File: src/rtl/regfile_pkg.sv
// rtl/regfile_pkg.sv - shared register-file constants, write-port FSM states and helpers
package regfile_pkg;

   localparam int RF_DW    = 8;
   localparam int RF_AW    = 3;
   localparam int RF_NREGS = 2 ** RF_AW;
   localparam int REG_ZERO = 0;

   typedef enum logic {
      INIT = 1'b0,
      RUN  = 1'b1
   } wr_state_e;

   // Width of an index into n requesters; never narrower than one bit.
   function automatic int ptr_width(input int n);
      return (n > 1) ? $clog2(n) : 1;
   endfunction

endpackage

File: src/rtl/rr_arbiter.sv
// rtl/rr_arbiter.sv - combinational one-hot round-robin pick starting at rr_ptr
module rr_arbiter #(
   parameter int NREQ = 3,
   parameter int PW   = 2
) (
   input  logic [NREQ-1:0] req_valid,
   input  logic [PW-1:0]   rr_ptr,
   output logic [NREQ-1:0] grant,
   output logic [PW-1:0]   grant_idx,
   output logic            grant_valid
);

   logic [PW:0]   sum;
   logic [PW-1:0] idx;

   always_comb begin
      grant       = '0;
      grant_idx   = '0;
      grant_valid = 1'b0;
      sum         = '0;
      idx         = '0;
      for (int k = 0; k < NREQ; k++) begin
         sum = {1'b0, rr_ptr} + (PW+1)'(k);
         if (sum >= (PW+1)'(NREQ)) begin
            sum = sum - (PW+1)'(NREQ);
         end
         idx = sum[PW-1:0];
         if (!grant_valid && req_valid[idx]) begin
            grant_valid = 1'b1;
            grant_idx   = idx;
            grant[idx]  = 1'b1;
         end
      end
   end

endmodule

File: src/rtl/regfile_write_arbiter.sv
// rtl/regfile_write_arbiter.sv - register-file write-port owner: zero-fill after reset, then round-robin writeback
module regfile_write_arbiter #(
   parameter int NREQ = 3,
   parameter int DW   = regfile_pkg::RF_DW,
   parameter int AW   = regfile_pkg::RF_AW
) (
   input  logic              clk,
   input  logic              rst_n,
   input  logic              clear_req,
   input  logic [NREQ-1:0]   req_valid,
   input  logic [NREQ*AW-1:0] req_addr,
   input  logic [NREQ*DW-1:0] req_data,
   output logic [NREQ-1:0]   req_ready,
   output logic [AW-1:0]     wa3,
   output logic [DW-1:0]     wd3,
   output logic              we3,
   output logic              init_done,
   output logic              busy
);

   import regfile_pkg::*;

   localparam int NREGS = 2 ** AW;
   localparam int PW    = ptr_width(NREQ);

   wr_state_e     state_q, state_d;
   logic [AW-1:0] fill_cnt_q, fill_cnt_d;
   logic [PW-1:0] rr_ptr_q, rr_ptr_d;
   logic [AW-1:0] wa3_q, wa3_d;
   logic [DW-1:0] wd3_q, wd3_d;
   logic          we3_q, we3_d;
   logic          init_done_q, init_done_d;

   logic [NREQ-1:0] grant;
   logic [PW-1:0]   grant_idx;
   logic            grant_valid;
   logic            arb_open;
   logic [AW-1:0]   g_addr;
   logic [DW-1:0]   g_data;

   rr_arbiter #(
      .NREQ (NREQ),
      .PW   (PW)
   ) u_rr_arbiter (
      .req_valid   (req_valid),
      .rr_ptr      (rr_ptr_q),
      .grant       (grant),
      .grant_idx   (grant_idx),
      .grant_valid (grant_valid)
   );

   // A clear pulse in RUN suppresses the grant so nothing is consumed that cycle.
   assign arb_open  = (state_q == RUN) && !clear_req;
   assign req_ready = arb_open ? grant : '0;

   always_comb begin
      g_addr = '0;
      g_data = '0;
      for (int i = 0; i < NREQ; i++) begin
         if (grant_idx == PW'(i)) begin
            g_addr = req_addr[i*AW +: AW];
            g_data = req_data[i*DW +: DW];
         end
      end
   end

   always_comb begin
      state_d     = state_q;
      fill_cnt_d  = fill_cnt_q;
      rr_ptr_d    = rr_ptr_q;
      wa3_d       = wa3_q;
      wd3_d       = wd3_q;
      we3_d       = 1'b0;
      init_done_d = init_done_q;
      case (state_q)
         INIT: begin
            wa3_d = fill_cnt_q;
            wd3_d = '0;
            we3_d = 1'b1;
            if (clear_req) begin
               fill_cnt_d = AW'(1);
            end else if (fill_cnt_q == AW'(NREGS-1)) begin
               state_d     = RUN;
               init_done_d = 1'b1;
               fill_cnt_d  = AW'(1);
            end else begin
               fill_cnt_d = fill_cnt_q + AW'(1);
            end
         end
         RUN: begin
            if (clear_req) begin
               state_d     = INIT;
               fill_cnt_d  = AW'(1);
               init_done_d = 1'b0;
            end else if (grant_valid) begin
               wa3_d    = g_addr;
               wd3_d    = g_data;
               // r0 is hardwired zero: the request is consumed but never written.
               we3_d    = (g_addr != AW'(REG_ZERO));
               rr_ptr_d = (grant_idx == PW'(NREQ-1)) ? '0 : grant_idx + PW'(1);
            end
         end
         default: begin
            state_d = INIT;
         end
      endcase
   end

   always_ff @(posedge clk or negedge rst_n) begin
      if (!rst_n) begin
         state_q     <= INIT;
         fill_cnt_q  <= AW'(1);
         rr_ptr_q    <= '0;
         wa3_q       <= '0;
         wd3_q       <= '0;
         we3_q       <= 1'b0;
         init_done_q <= 1'b0;
      end else begin
         state_q     <= state_d;
         fill_cnt_q  <= fill_cnt_d;
         rr_ptr_q    <= rr_ptr_d;
         wa3_q       <= wa3_d;
         wd3_q       <= wd3_d;
         we3_q       <= we3_d;
         init_done_q <= init_done_d;
      end
   end

   assign wa3       = wa3_q;
   assign wd3       = wd3_q;
   assign we3       = we3_q;
   assign init_done = init_done_q;
   assign busy      = (state_q == INIT) || (|req_valid);

endmodule

File: config.mk
export PLATFORM = sky130hd
export DESIGN_NAME = regfile_write_arbiter
export DESIGN_NICKNAME = d
export VERILOG_FILES = /design/src/rtl/regfile_pkg.sv /design/src/rtl/rr_arbiter.sv /design/src/rtl/regfile_write_arbiter.sv
export SDC_FILE = /design/constraint.sdc
export NUM_CORES = 1
export LEC_CHECK = 0
export ABC_AREA = 1
export BUFFER_PORTS_ARGS = -buffer_cell sky130_fd_sc_hd__buf_2
export CELL_PAD_IN_SITES_DETAIL_PLACEMENT = 1
export CELL_PAD_IN_SITES_GLOBAL_PLACEMENT = 2
export CORE_ASPECT_RATIO = 1.5
export CORE_UTILIZATION = 22
export DETAILED_ROUTE_END_ITERATION = 7
export HOLD_SLACK_MARGIN = 0.08
export PLACE_DENSITY_LB_ADDON = 0.15
export SLEW_MARGIN = 40
export SYNTH_ARGS = -nofsm -noshare
export SYNTH_HDL_FRONTEND = slang
export SYNTH_SLANG_ARGS = --single-unit
File: constraint.sdc
create_clock -name clk -period 1.9 [get_ports clk]
set_input_delay 0.095 -clock clk [delete_from_list [all_inputs] [get_ports clk]]
set_output_delay 0.095 -clock clk [all_outputs]
set_load 0.005 [all_outputs]
[Yosys cells after proc, flatten, opt, wreduce, memory -nomap -nowiden]
Cells that the tools add are included.
Storage, ports and cells
  input bits: 39
  bits in registers: 19
  logic and storage cells: 104
  output and inout port bits: 17
Cells by class
  reductions and logical operators: 16
  bitwise logic cells: 4
  magnitude comparators: 9
  $add $sub $neg: 7
  muxes and demuxes: 53
  equality and inequality tests: 8
Operators by type and width (count)
  two-way mux 8 bit: 5
  two-way mux 3 bit: 12
  two-way mux 1 bit: 17
  one-hot mux 8 bit (2 select lines): 1
  two-way mux 2 bit: 7
  one-hot mux 3 bit (2 select lines): 2
  less-than comparator 2 x 3 -> 1 bit, second input constant: 3
  != test 2 bit, second input constant: 4
  binary-select mux 1 bit (select 2 bit): 3
  demux 1 bit (select 2 bit): 3
  >= comparator 2 x 1 -> 1 bit, second input constant: 3
  >= comparator 3 x 2 -> 1 bit, second input constant: 2
  logical AND 1 bit: 6
  OR 3 bit: 2
  one-hot mux 1 bit (2 select lines): 3
  AND reduction 3 bit: 2
  subtractor 2 bit, second input constant: 3
  adder 2 x 1 -> 3 bit, second input constant: 1
  adder 2 x 2 -> 3 bit, second input constant: 1
  adder 3 x 1 -> 3 bit, second input constant: 1
  == test 3 bit, second input constant: 1
  logical NOT 1 bit: 3
  nonzero test 3 bit: 1
  OR reduction 3 bit: 1
  other kinds (9): 10

[Depth between registers and ports, before layout]
Gate-level depths: netlist of run 1.
  depth in word-level cells: 19
  depth in mapped cells: 18

[By module]
From an unflattened synthesis of run 1, not the netlist that was laid out.
Unflattened totals
  cells, all modules: 213
  area total of the unflattened synthesis: 1408.9 um^2
Modules (own cells, without submodules)
  regfile_write_arbiter: area an instance 1076.0 um^2, seq. area each 476.7 um^2, cells an instance 149, times used 1
  rr_arbiter: area an instance 332.8 um^2, seq. area each 0.0 um^2, cells an instance 64, times used 1

[Worst setup path after synthesis of run 1]
OpenSTA, ideal clock, no wires.
  path type: reg2reg
  from: reg rr_ptr_q[0]
  to: reg we3_q (netlist: we3)
  cell stages (with the launch flop): 15
  arrival time: 1.821 ns
  period minus slack after synthesis: 1.942 ns
  path buffers: 1
  path slack: -0.042 ns
  required time: 1.779 ns
  path through: dfrtp_1 inv_1 ha_1 buf_4 nand2_1 nand3_1 nand2_1 nand4_2 nand2_2 inv_4 or2_1 nand2_1 nand2_1 nor2_1 nor2_1
On the way
  longest elaborated chain between the ends: 19
Ends and longest elaborated chain
  start: declaration: RTL line regfile_write_arbiter.sv:28  | logic [PW-1:0] rr_ptr_q, rr_ptr_d;
  start signal: assignment: RTL line regfile_write_arbiter.sv:121  | rr_ptr_q <= rr_ptr_d;
  branches (longest 16 deep; another with adder 2 x 1 -> 3 bit)
  two-way mux 1 bit *: RTL line regfile_write_arbiter.sv:95  | end else if (grant_valid) begin
  two-way mux 1 bit *: RTL line regfile_write_arbiter.sv:91  | if (clear_req) begin
  one-hot mux 1 bit (2 select lines) *: RTL line regfile_write_arbiter.sv:75  | case (state_q)
  via we3_d: RTL line regfile_write_arbiter.sv:31  | logic we3_q, we3_d;
  end signal: assignment: RTL line regfile_write_arbiter.sv:124  | we3_q <= we3_d;
  end: declaration: RTL line regfile_write_arbiter.sv:31
Mark *: on every way through the listed nets, which the timed path passes. The select of a mux whose other input is x is not followed.
A chain may end at the register's enable or synchronous reset.

[Final worst setup path of run 1]
  from: reg rr_ptr_q[0]
  to: out req_ready[0]
On the way
  longest elaborated chain between the ends: 12
Ends and longest elaborated chain
  adder 2 x 1 -> 3 bit, or another cell as far along: RTL line rr_arbiter.sv:23  | sum = {1'b0, rr_ptr} + (PW+1)'(k);
  >= comparator 3 x 2 -> 1 bit, or another cell as far along: RTL line rr_arbiter.sv:24  | if (sum >= (PW+1)'(NREQ)) begin
  two-way mux 2 bit, or another cell as far along: RTL line rr_arbiter.sv:24
  less-than comparator 2 x 3 -> 1 bit (implied by the code), or another cell as far along: RTL line rr_arbiter.sv:31  | grant[idx] = 1'b1;
  logical AND 1 bit (implied by the code), or another cell as far along: RTL line rr_arbiter.sv:31
  two-way mux 1 bit (implied by the code), or another cell as far along: RTL line rr_arbiter.sv:31
  demux 1 bit (select 2 bit), or another cell as far along
  OR 3 bit (no source line) or two-way mux 1 bit (tied branches)
  two-way mux 3 bit or logical NOT 1 bit (tied branches): RTL line rr_arbiter.sv:28  | if (!grant_valid && req_valid[idx]) begin
  OR 3 bit (no source line) or logical AND 1 bit (tied branches)
  two-way mux 3 bit *: RTL line rr_arbiter.sv:28
  two-way mux 3 bit *: RTL line regfile_write_arbiter.sv:54  | assign req_ready = arb_open ? grant : '0;
  end: declaration: RTL line regfile_write_arbiter.sv:13  | output logic [NREQ-1:0] req_ready,
Every way passes the cells marked *; elsewhere a longest branch is shown, timed or not. The select of a mux whose other input is x is not followed.

==> flow_results.xml, run 1 <==
<?xml version="1.0" encoding="UTF-8"?>
<metrics>
  <group name="outcome">
    <metric name="outcome" unit="">finished, violations left</metric>
    <metric name="violations" unit="">setup timing</metric>
  </group>
  <group name="critical_path">
    <metric name="crit_path_end_kind" unit="">output pin</metric>
    <metric name="top_delay_family_on_crit_path" unit="">buffers and inverters</metric>
    <metric name="cp.buffers_inverters" unit="">4</metric>
    <metric name="worst-setup-path-type" unit="">flip-flop to output pin</metric>
    <metric name="crit_path_start_kind" unit="">flip-flop</metric>
    <metric name="critical_path_arrival" unit="ns">1.96</metric>
    <metric name="crit_fanout" unit="">6</metric>
    <metric name="cpPeakStageDelay" unit="ns">0.41</metric>
    <metric name="worst-endpoint-required" unit="ns">1.80</metric>
    <metric name="critPathSlowestCell" unit="">sky130_fd_sc_hd__dfrtp_1</metric>
    <metric name="crit_chain" unit="">inv_2 &gt; ha_4 &gt; nand3_1 &gt; nand2_2 &gt; buf_4 &gt; buf_4 &gt; nand3_1 &gt; a21oi_1 &gt; buf_2</metric>
  </group>
  <group name="grt">
    <metric name="grt_antenna_before_repair" unit="">0</metric>
    <metric name="grt_first_pass_wirelength" unit="mm">8.49</metric>
    <metric name="grt_pass1_vias" unit="">1755</metric>
    <metric name="globalRouteTotalUtil" unit="">0.171</metric>
    <metric name="grt_start_max_net_pins" unit="">20</metric>
    <metric name="globalRoute.totalOverflow" unit="">0</metric>
  </group>
  <group name="sta">
    <metric name="timing.max_slew.rel_slack" unit="">0.691</metric>
    <metric name="timing.hold.ws" unit="ns">0.0906</metric>
    <metric name="final-setup-viol-count" unit="">15</metric>
    <metric name="drv_slew" unit="">0</metric>
    <metric name="max_slew.worst_pin.slew" unit="ns">0.464</metric>
    <metric name="finalClockSkew" unit="ns">0.00502</metric>
    <metric name="finalHoldViolCount" unit="">0</metric>
    <metric name="min_period_over_period" unit="">1.08</metric>
    <metric name="fmax" unit="MHz">487</metric>
    <metric name="period_needed" unit="ns">2.06</metric>
    <metric name="setup_repair_after_global_routing_missed_its_margin" unit="">yes</metric>
    <metric name="setup_slack" unit="ns">-0.155</metric>
  </group>
  <group name="logic_synthesis">
    <metric name="yosys-mux-area-fraction" unit="">0</metric>
    <metric name="synthesis.area_per_instance" unit="sq um">6.97</metric>
    <metric name="synth.most_common_cell" unit="">sky130_fd_sc_hd__nand2_1</metric>
    <metric name="synth_top_family_by_area" unit="">simple AND/OR/NAND/NOR gates</metric>
    <metric name="post_synth_and_or_nand_nor_area_fraction" unit="">0.397</metric>
    <metric name="synth_flop_cell" unit="">sky130_fd_sc_hd__dfrtp_1</metric>
    <metric name="yosysSeqAreaShare" unit="">0.342</metric>
    <metric name="syn_area" unit="sq um">1390</metric>
    <metric name="synth_xor_area_frac" unit="">0</metric>
    <metric name="synthCells" unit="">200</metric>
    <metric name="synth_top_area_share" unit="">0.323</metric>
    <metric name="postSynthNetCount" unit="">245</metric>
    <metric name="postSynthRegisterBits" unit="">19</metric>
    <metric name="synth_edf_count" unit="">0</metric>
    <metric name="synth_adder_area_share" unit="">0.0539</metric>
    <metric name="cells_taking_the_most_area_after_synthesis" unit="">sky130_fd_sc_hd__dfrtp_1 32%, sky130_fd_sc_hd__nand2_1 20%, sky130_fd_sc_hd__nand3_1 10%, sky130_fd_sc_hd__ha_1 5.4%, sky130_fd_sc_hd__inv_1 5.4%</metric>
    <metric name="postSynth.asyncResetShare" unit="">1.00</metric>
    <metric name="synth_top_cell_by_area" unit="">sky130_fd_sc_hd__dfrtp_1</metric>
    <metric name="yosys-top-cells-count" unit="">73 x sky130_fd_sc_hd__nand2_1, 28 x sky130_fd_sc_hd__nand3_1, 20 x sky130_fd_sc_hd__inv_1</metric>
    <metric name="warning_count_from_the_yosys_run" unit="">0</metric>
    <metric name="yosysUniqueCellTypes" unit="">27</metric>
    <metric name="synth-compound-area-share" unit="">0.107</metric>
  </group>
  <group name="layout">
    <metric name="layoutNonFillerInstCount" unit="">368</metric>
    <metric name="area_delta_synth_final" unit="%">73.2</metric>
    <metric name="fin_area" unit="sq um">2410</metric>
    <metric name="antenna-diode-count" unit="">0</metric>
    <metric name="num-fill-cells" unit="">777</metric>
    <metric name="layout-drive-gt1-share" unit="">0.561</metric>
    <metric name="layout.core_utilization" unit="">0.394</metric>
    <metric name="design.final.nets" unit="">340</metric>
  </group>
  <group name="placed_design">
    <metric name="routabilityCongestion" unit="">0.748</metric>
    <metric name="number_of_placed_instances_taps_included" unit="">352</metric>
    <metric name="port-buffer-count" unit="">55</metric>
    <metric name="dpl_cell_area" unit="sq um">1970</metric>
    <metric name="place_hpwl" unit="mm">4.20</metric>
  </group>
  <group name="clocking">
    <metric name="clock_tree_from_tritoncts" unit="">yes</metric>
    <metric name="maximum_level_of_the_cts_h_tree" unit="">1</metric>
    <metric name="cts_bufs_inserted" unit="">3</metric>
    <metric name="clock_pin_slew_reported_for_the_worst_setup_and_hold_paths_after_clock_tree_synthesis" unit="ns">0.08</metric>
    <metric name="clock_sink_count" unit="">19</metric>
    <metric name="worst_skew_pair.late_latency" unit="ns">0.26</metric>
    <metric name="cts_root_buf" unit="">sky130_fd_sc_hd__clkbuf_8</metric>
    <metric name="max-clock-path-buffers" unit="">2</metric>
  </group>
  <group name="floorplanning">
    <metric name="core-area" unit="sq um">6130</metric>
    <metric name="io_pins" unit="">56</metric>
    <metric name="die-height" unit="um">99.5</metric>
    <metric name="floorplan.die.width" unit="um">67.0</metric>
    <metric name="floorplan.initialDensity" unit="">0.227</metric>
    <metric name="fp.dieArea" unit="sq um">6660</metric>
    <metric name="rows" unit="">35</metric>
  </group>
  <group name="route">
    <metric name="drt_iter0_markers" unit="">35</metric>
    <metric name="detailedRoute.firstPassIterationCount" unit="">3</metric>
    <metric name="route.antenna.remaining_nets" unit="">0</metric>
    <metric name="drc" unit="">0</metric>
    <metric name="drt-vias-per-instance" unit="">4.50</metric>
    <metric name="post_dr_wirelength_cell" unit="um">14.4</metric>
    <metric name="total_via_count_after_detailed_routing" unit="">1656</metric>
    <metric name="routed_wl" unit="mm">5.31</metric>
  </group>
  <group name="flow_run">
    <metric name="cap_viol_max_count" unit="">0</metric>
  </group>
  <group name="power">
    <metric name="power-per-cell-area" unit="nW/um^2">1500</metric>
    <metric name="worst_ir_drop_vdd" unit="mV">0.542</metric>
    <metric name="p_leak" unit="nW">1.30</metric>
    <metric name="finalPower" unit="mW">3.62</metric>
  </group>
  <group name="worst_hold_path">
    <metric name="hold_path.class" unit="">input pin to flip-flop</metric>
  </group>
</metrics>
==> path summary, 6_finish.rpt <==
check | from | slack (ns) | to | cells past startpoint
max in group asynchronous | rst_n | 1.24 | fill_cnt_q[0] | 2
worst max register to register | rr_ptr_q[0] | -0.13 | wd3[3] | 11
worst min register to register | wd3[0] | 0.48 | wd3[0] | 2
min in group asynchronous | rst_n | 0.32 | wd3[1] | 2
worst max-delay path | rr_ptr_q[0] | -0.16 | req_ready[0] | 9
worst min-delay path | req_data[20] | 0.09 | wd3[4] | 3
==> timing repair <==
action	4_1_cts	5_1_grt
setup endpoints to repair	17	17
pin swaps	14	9
setup buffers	10	0
hold endpoints to repair	19	0
gates resized for setup	67	16
hold buffers	2	0
==> final cells by class <==
cell class | count | area [sq um] | area share
Inverter | 24 | 100 | 0.0415
Clock inverter | 1 | 5.00 | 0.00207
Clock buffer | 3 | 41.3 | 0.0171
Tap cell | 74 | 92.6 | 0.0384
Sequential cell | 19 | 478 | 0.198
Multi-Input combinational cell | 151 | 1050 | 0.436
Timing Repair Buffer | 96 | 643 | 0.266
==> worst register-to-register path: stages, from the launching register on <==
cell and delay, ns:
sky130_fd_sc_hd__dfrtp_1 0.41, sky130_fd_sc_hd__inv_2 0.09, sky130_fd_sc_hd__ha_4 0.33, sky130_fd_sc_hd__buf_4 0.17
sky130_fd_sc_hd__nor2_1 0.06, sky130_fd_sc_hd__a31oi_2 0.20, sky130_fd_sc_hd__nand2_2 0.10, sky130_fd_sc_hd__inv_4 0.10
sky130_fd_sc_hd__buf_4 0.14, sky130_fd_sc_hd__nand3_1 0.10, sky130_fd_sc_hd__o211ai_1 0.12, sky130_fd_sc_hd__nand2_1 0.08
==> sequential cells by signal, summed over array words and instances (netlist names) <==
signal	flops
state_q	1
rr_ptr_q	2
wd3	8
we3	1
fill_cnt_q	3
init_done	1
wa3	3
==> cells by family after synthesis <==
| group | after synthesis |
|---|---|
| AND/OR/NAND/NOR | 122 |
| buffers and inverters | 30 |
| AO/OA/AOI/OAI | 23 |
| flip-flops | 19 |
| adder cells (fa/ha/maj) | 6 |
==> layer usage <==
metal / part of all wire / GRT usage / vias up
met5: 0 / 0 / -
met4: 0.0032 / 0.0344 / 0
met3: 0.029 / 0.0172 / 2
met2: 0.58 / 0.347 / 40
met1: 0.38 / 0.180 / 775
li1: - / - / 839
==> per-stage QoR <==
stage	setup WS [ns]	setup TNS [ns]
floorplan	0.0137	0
CTS	-0.152	-1.55
finish	-0.155	-1.57
global placement	-0.218	-1.95
detailed placement	-0.228	-2.14
global route	-0.275	-3.76
==> cell usage in the layout, fill, tap and decap left out, types with 2 or more instances in the layout <==
master	n
sky130_fd_sc_hd__buf_2	55
sky130_fd_sc_hd__nand2_1	51
sky130_fd_sc_hd__buf_4	29
sky130_fd_sc_hd__nand2_2	19
sky130_fd_sc_hd__nand3_1	17
sky130_fd_sc_hd__dfrtp_1	17
sky130_fd_sc_hd__inv_1	14
sky130_fd_sc_hd__nand3_2	9
sky130_fd_sc_hd__nand2_4	9
sky130_fd_sc_hd__o211ai_1	9
sky130_fd_sc_hd__buf_6	8
sky130_fd_sc_hd__inv_2	6
sky130_fd_sc_hd__nand3_4	4
sky130_fd_sc_hd__inv_4	4
sky130_fd_sc_hd__nor2_4	4
sky130_fd_sc_hd__o21ai_0	4
sky130_fd_sc_hd__ha_4	4
sky130_fd_sc_hd__o21ai_1	3
sky130_fd_sc_hd__nor2_1	3
sky130_fd_sc_hd__clkbuf_8	3
sky130_fd_sc_hd__a31oi_1	2
sky130_fd_sc_hd__nor2_2	2
sky130_fd_sc_hd__ha_1	2
sky130_fd_sc_hd__dlygate4sd3_1	2
sky130_fd_sc_hd__buf_12	2
==> where the power goes <==
part / total [mW] / internal [mW] / switching (mW)
Combinational: 2.77 / 1.28 / 1.49
Sequential: 0.561 / 0.491 / 0.0707
Clock: 0.292 / 0.146 / 0.146
(Power assumes the default switching activity.)
==> inputs of run 2 (changes only) <==
- BUFFER_PORTS_ARGS: -buffer_cell sky130_fd_sc_hd__buf_2 -> not set
- CORE_UTILIZATION: 22 -> 25
- DONT_BUFFER_PORTS: not set -> 1
==> flow_results.xml, run 2 (synthesis results as in run 1) <==
<?xml version="1.0" encoding="UTF-8"?>
<metrics>
  <group name="floorplanning">
    <metric name="core-area" unit="sq um">5250</metric>
    <metric name="io_pins" unit="">56</metric>
    <metric name="die-height" unit="um">93.5</metric>
    <metric name="floorplan.initialDensity" unit="">0.266</metric>
    <metric name="rows" unit="">32</metric>
    <metric name="floorplan.die.width" unit="um">63.0</metric>
    <metric name="fp.dieArea" unit="sq um">5880</metric>
  </group>
  <group name="worst_hold_path">
    <metric name="whs_path_depth" unit="">4</metric>
    <metric name="hold_path.class" unit="">input pin to flip-flop</metric>
    <metric name="holdPathEnd" unit="">wd3[6]</metric>
    <metric name="hold_start" unit="">req_data[14]</metric>
  </group>
  <group name="clocking">
    <metric name="maximum_level_of_the_cts_h_tree" unit="">1</metric>
    <metric name="cts_root_buf" unit="">sky130_fd_sc_hd__clkbuf_8</metric>
    <metric name="clock_tree_from_tritoncts" unit="">yes</metric>
    <metric name="clock_sink_count" unit="">19</metric>
    <metric name="cts_bufs_inserted" unit="">3</metric>
    <metric name="max-clock-path-buffers" unit="">2</metric>
    <metric name="clock_pin_slew_reported_for_the_worst_setup_and_hold_paths_after_clock_tree_synthesis" unit="ns">0.07</metric>
    <metric name="worst_skew_pair.late_latency" unit="ns">0.26</metric>
  </group>
  <group name="layout">
    <metric name="design.final.nets" unit="">291</metric>
    <metric name="antenna-diode-count" unit="">0</metric>
    <metric name="layoutNonFillerInstCount" unit="">313</metric>
    <metric name="layout-drive-gt1-share" unit="">0.482</metric>
    <metric name="multiInputGateArea" unit="sq um">1080</metric>
    <metric name="num-fill-cells" unit="">635</metric>
    <metric name="area_delta_synth_final" unit="%">59.6</metric>
    <metric name="layout.core_utilization" unit="">0.424</metric>
    <metric name="most_common_library_cell_in_the_layout_ignoring_fill_and_taps" unit="">sky130_fd_sc_hd__nand2_1</metric>
    <metric name="most-common-layout-cells" unit="">45 x sky130_fd_sc_hd__nand2_1, 26 x sky130_fd_sc_hd__nand2_2, 26 x sky130_fd_sc_hd__buf_4</metric>
    <metric name="largest_reg_flops" unit="">8</metric>
    <metric name="flip_flop_and_latch_area" unit="sq um">478</metric>
    <metric name="fin_area" unit="sq um">2220</metric>
  </group>
  <group name="grt">
    <metric name="grt_start_max_net_pins" unit="">20</metric>
    <metric name="globalRoute.totalOverflow" unit="">0</metric>
    <metric name="globalRouteTotalUtil" unit="">0.184</metric>
    <metric name="grt_pass1_vias" unit="">1761</metric>
    <metric name="grt_first_pass_wirelength" unit="mm">8.31</metric>
    <metric name="grt_antenna_before_repair" unit="">0</metric>
  </group>
  <group name="placed_design">
    <metric name="port-buffer-count" unit="">0</metric>
    <metric name="pre_cts_ws" unit="ns">-0.253</metric>
    <metric name="number_of_placed_instances_taps_included" unit="">290</metric>
    <metric name="dpl_cell_area" unit="sq um">1670</metric>
    <metric name="place_hpwl" unit="mm">3.87</metric>
    <metric name="routabilityCongestion" unit="">0.856</metric>
  </group>
  <group name="sta">
    <metric name="final-setup-viol-count" unit="">15</metric>
    <metric name="timing.max_slew.rel_slack" unit="">0.697</metric>
    <metric name="drv_slew" unit="">0</metric>
    <metric name="timing.hold.ws" unit="ns">0.0932</metric>
    <metric name="setup_slack" unit="ns">-0.110</metric>
    <metric name="finalHoldViolCount" unit="">0</metric>
    <metric name="period_needed" unit="ns">2.01</metric>
    <metric name="max_slew.worst_pin.slew" unit="ns">0.454</metric>
    <metric name="fmax" unit="MHz">498</metric>
    <metric name="min_period_over_period" unit="">1.06</metric>
    <metric name="finalClockSkew" unit="ns">0.00175</metric>
    <metric name="setup_repair_after_global_routing_missed_its_margin" unit="">yes</metric>
    <metric name="timing.setup.tns" unit="ns">-1.11</metric>
  </group>
  <group name="flow_run">
    <metric name="cap_viol_max_count" unit="">0</metric>
  </group>
  <group name="critical_path">
    <metric name="timing.reg2reg.setup_slack" unit="ns">-0.09</metric>
    <metric name="regToRegEndpoint" unit="">wd3[4]</metric>
    <metric name="crit_path_end_kind" unit="">output pin</metric>
    <metric name="critical_path_arrival" unit="ns">1.91</metric>
    <metric name="crit_path_start_kind" unit="">flip-flop</metric>
    <metric name="worst-r2r-cell-count" unit="">15</metric>
    <metric name="crit_fanout" unit="">6</metric>
    <metric name="timing.rr.start" unit="">rr_ptr_q[0]</metric>
    <metric name="worst-setup-path-type" unit="">flip-flop to output pin</metric>
    <metric name="worst-endpoint-required" unit="ns">1.80</metric>
  </group>
  <group name="route">
    <metric name="route.antenna.remaining_nets" unit="">0</metric>
    <metric name="drt_iter0_markers" unit="">39</metric>
    <metric name="drc" unit="">0</metric>
    <metric name="total_via_count_after_detailed_routing" unit="">1535</metric>
    <metric name="detailedRoute.firstPassIterationCount" unit="">4</metric>
    <metric name="drt-vias-per-instance" unit="">4.90</metric>
    <metric name="post_dr_wirelength_cell" unit="um">16.3</metric>
    <metric name="routed_wl" unit="mm">5.11</metric>
  </group>
  <group name="power">
    <metric name="power-per-cell-area" unit="nW/um^2">1650</metric>
    <metric name="p_leak" unit="nW">1.07</metric>
    <metric name="finalPower" unit="mW">3.67</metric>
    <metric name="worst_ir_drop_vdd" unit="mV">0.921</metric>
  </group>
  <group name="outcome">
    <metric name="violations" unit="">setup timing</metric>
    <metric name="outcome" unit="">finished, violations left</metric>
  </group>
</metrics>
run 2: changes by cell type in the layout (fill, tap and decap cells not counted), moves of 2 or more:
cell / delta
sky130_fd_sc_hd__nand3_1: -5
sky130_fd_sc_hd__inv_6: +2
sky130_fd_sc_hd__nand2_2: +7
sky130_fd_sc_hd__nand2_1: -6
sky130_fd_sc_hd__nor2_1: +2
sky130_fd_sc_hd__o21ai_0: +2
sky130_fd_sc_hd__dlygate4sd3_1: +8
sky130_fd_sc_hd__buf_4: -3
sky130_fd_sc_hd__inv_4: -2
sky130_fd_sc_hd__nand3_2: +6
sky130_fd_sc_hd__buf_2: -54
run 2: power by group:
group	internal [mW]	total, mW	leakage, nW	switching (mW)
clock	0.146	0.291	0.0255	0.145
combinational	1.27	2.81	0.800	1.54
sequential	0.491	0.572	0.243	0.0805
run 2: cell type report:
cell class                      count  share of cell area
Inverter                           24              0.0472
Clock buffer                        3              0.0186
Multi-Input combinational cell    151               0.484
Tap cell                           68              0.0382
Sequential cell                    19               0.215
Timing Repair Buffer               47               0.195
Clock inverter                      1             0.00225
run 2: layer usage:
layer  up-vias  GRT usage  part of all wire
li1        742          -                 -
met1       744      0.167              0.33
met2        43      0.397              0.62
met3         6     0.0280             0.035
met4         0     0.0523             0.011
met5         -          0                 0
run 2: worst max-delay path by stage:
stage | from | endpoint | slack, ns | depth (start not counted)
after floorplan | rr_ptr_q[1] | we3 | 0.01 | 14
after global placement | rr_ptr_q[1] | wd3[1] | -0.19 | 15
after detailed placement | rr_ptr_q[1] | wd3[2] | -0.25 | 15
after CTS | rr_ptr_q[1] | wd3[1] | -0.12 | 12
after global routing | rr_ptr_q[0] | req_ready[2] | -0.23 | 8
final | rr_ptr_q[0] | req_ready[2] | -0.11 | 8
run 2: what timing repair did:
item / in CTS / in global routing
setup endpoints to repair: 16 / 16
resized for setup: 50 / 43
hold buffers: 10 / 1
setup buffers: 5 / 2
hold endpoints to repair: 28 / 18
cloned: 1 / 1
pin swaps: 22 / 28
run 2: critical path: stages, from the launching register on:
cell	delay [ns]
sky130_fd_sc_hd__dfrtp_1	0.41
sky130_fd_sc_hd__inv_2	0.12
sky130_fd_sc_hd__ha_4	0.25
sky130_fd_sc_hd__o21ai_1	0.23
sky130_fd_sc_hd__nand2_4	0.10
sky130_fd_sc_hd__buf_4	0.13
sky130_fd_sc_hd__nor2_1	0.13
sky130_fd_sc_hd__nand2_1	0.07
sky130_fd_sc_hd__a31oi_1	0.21
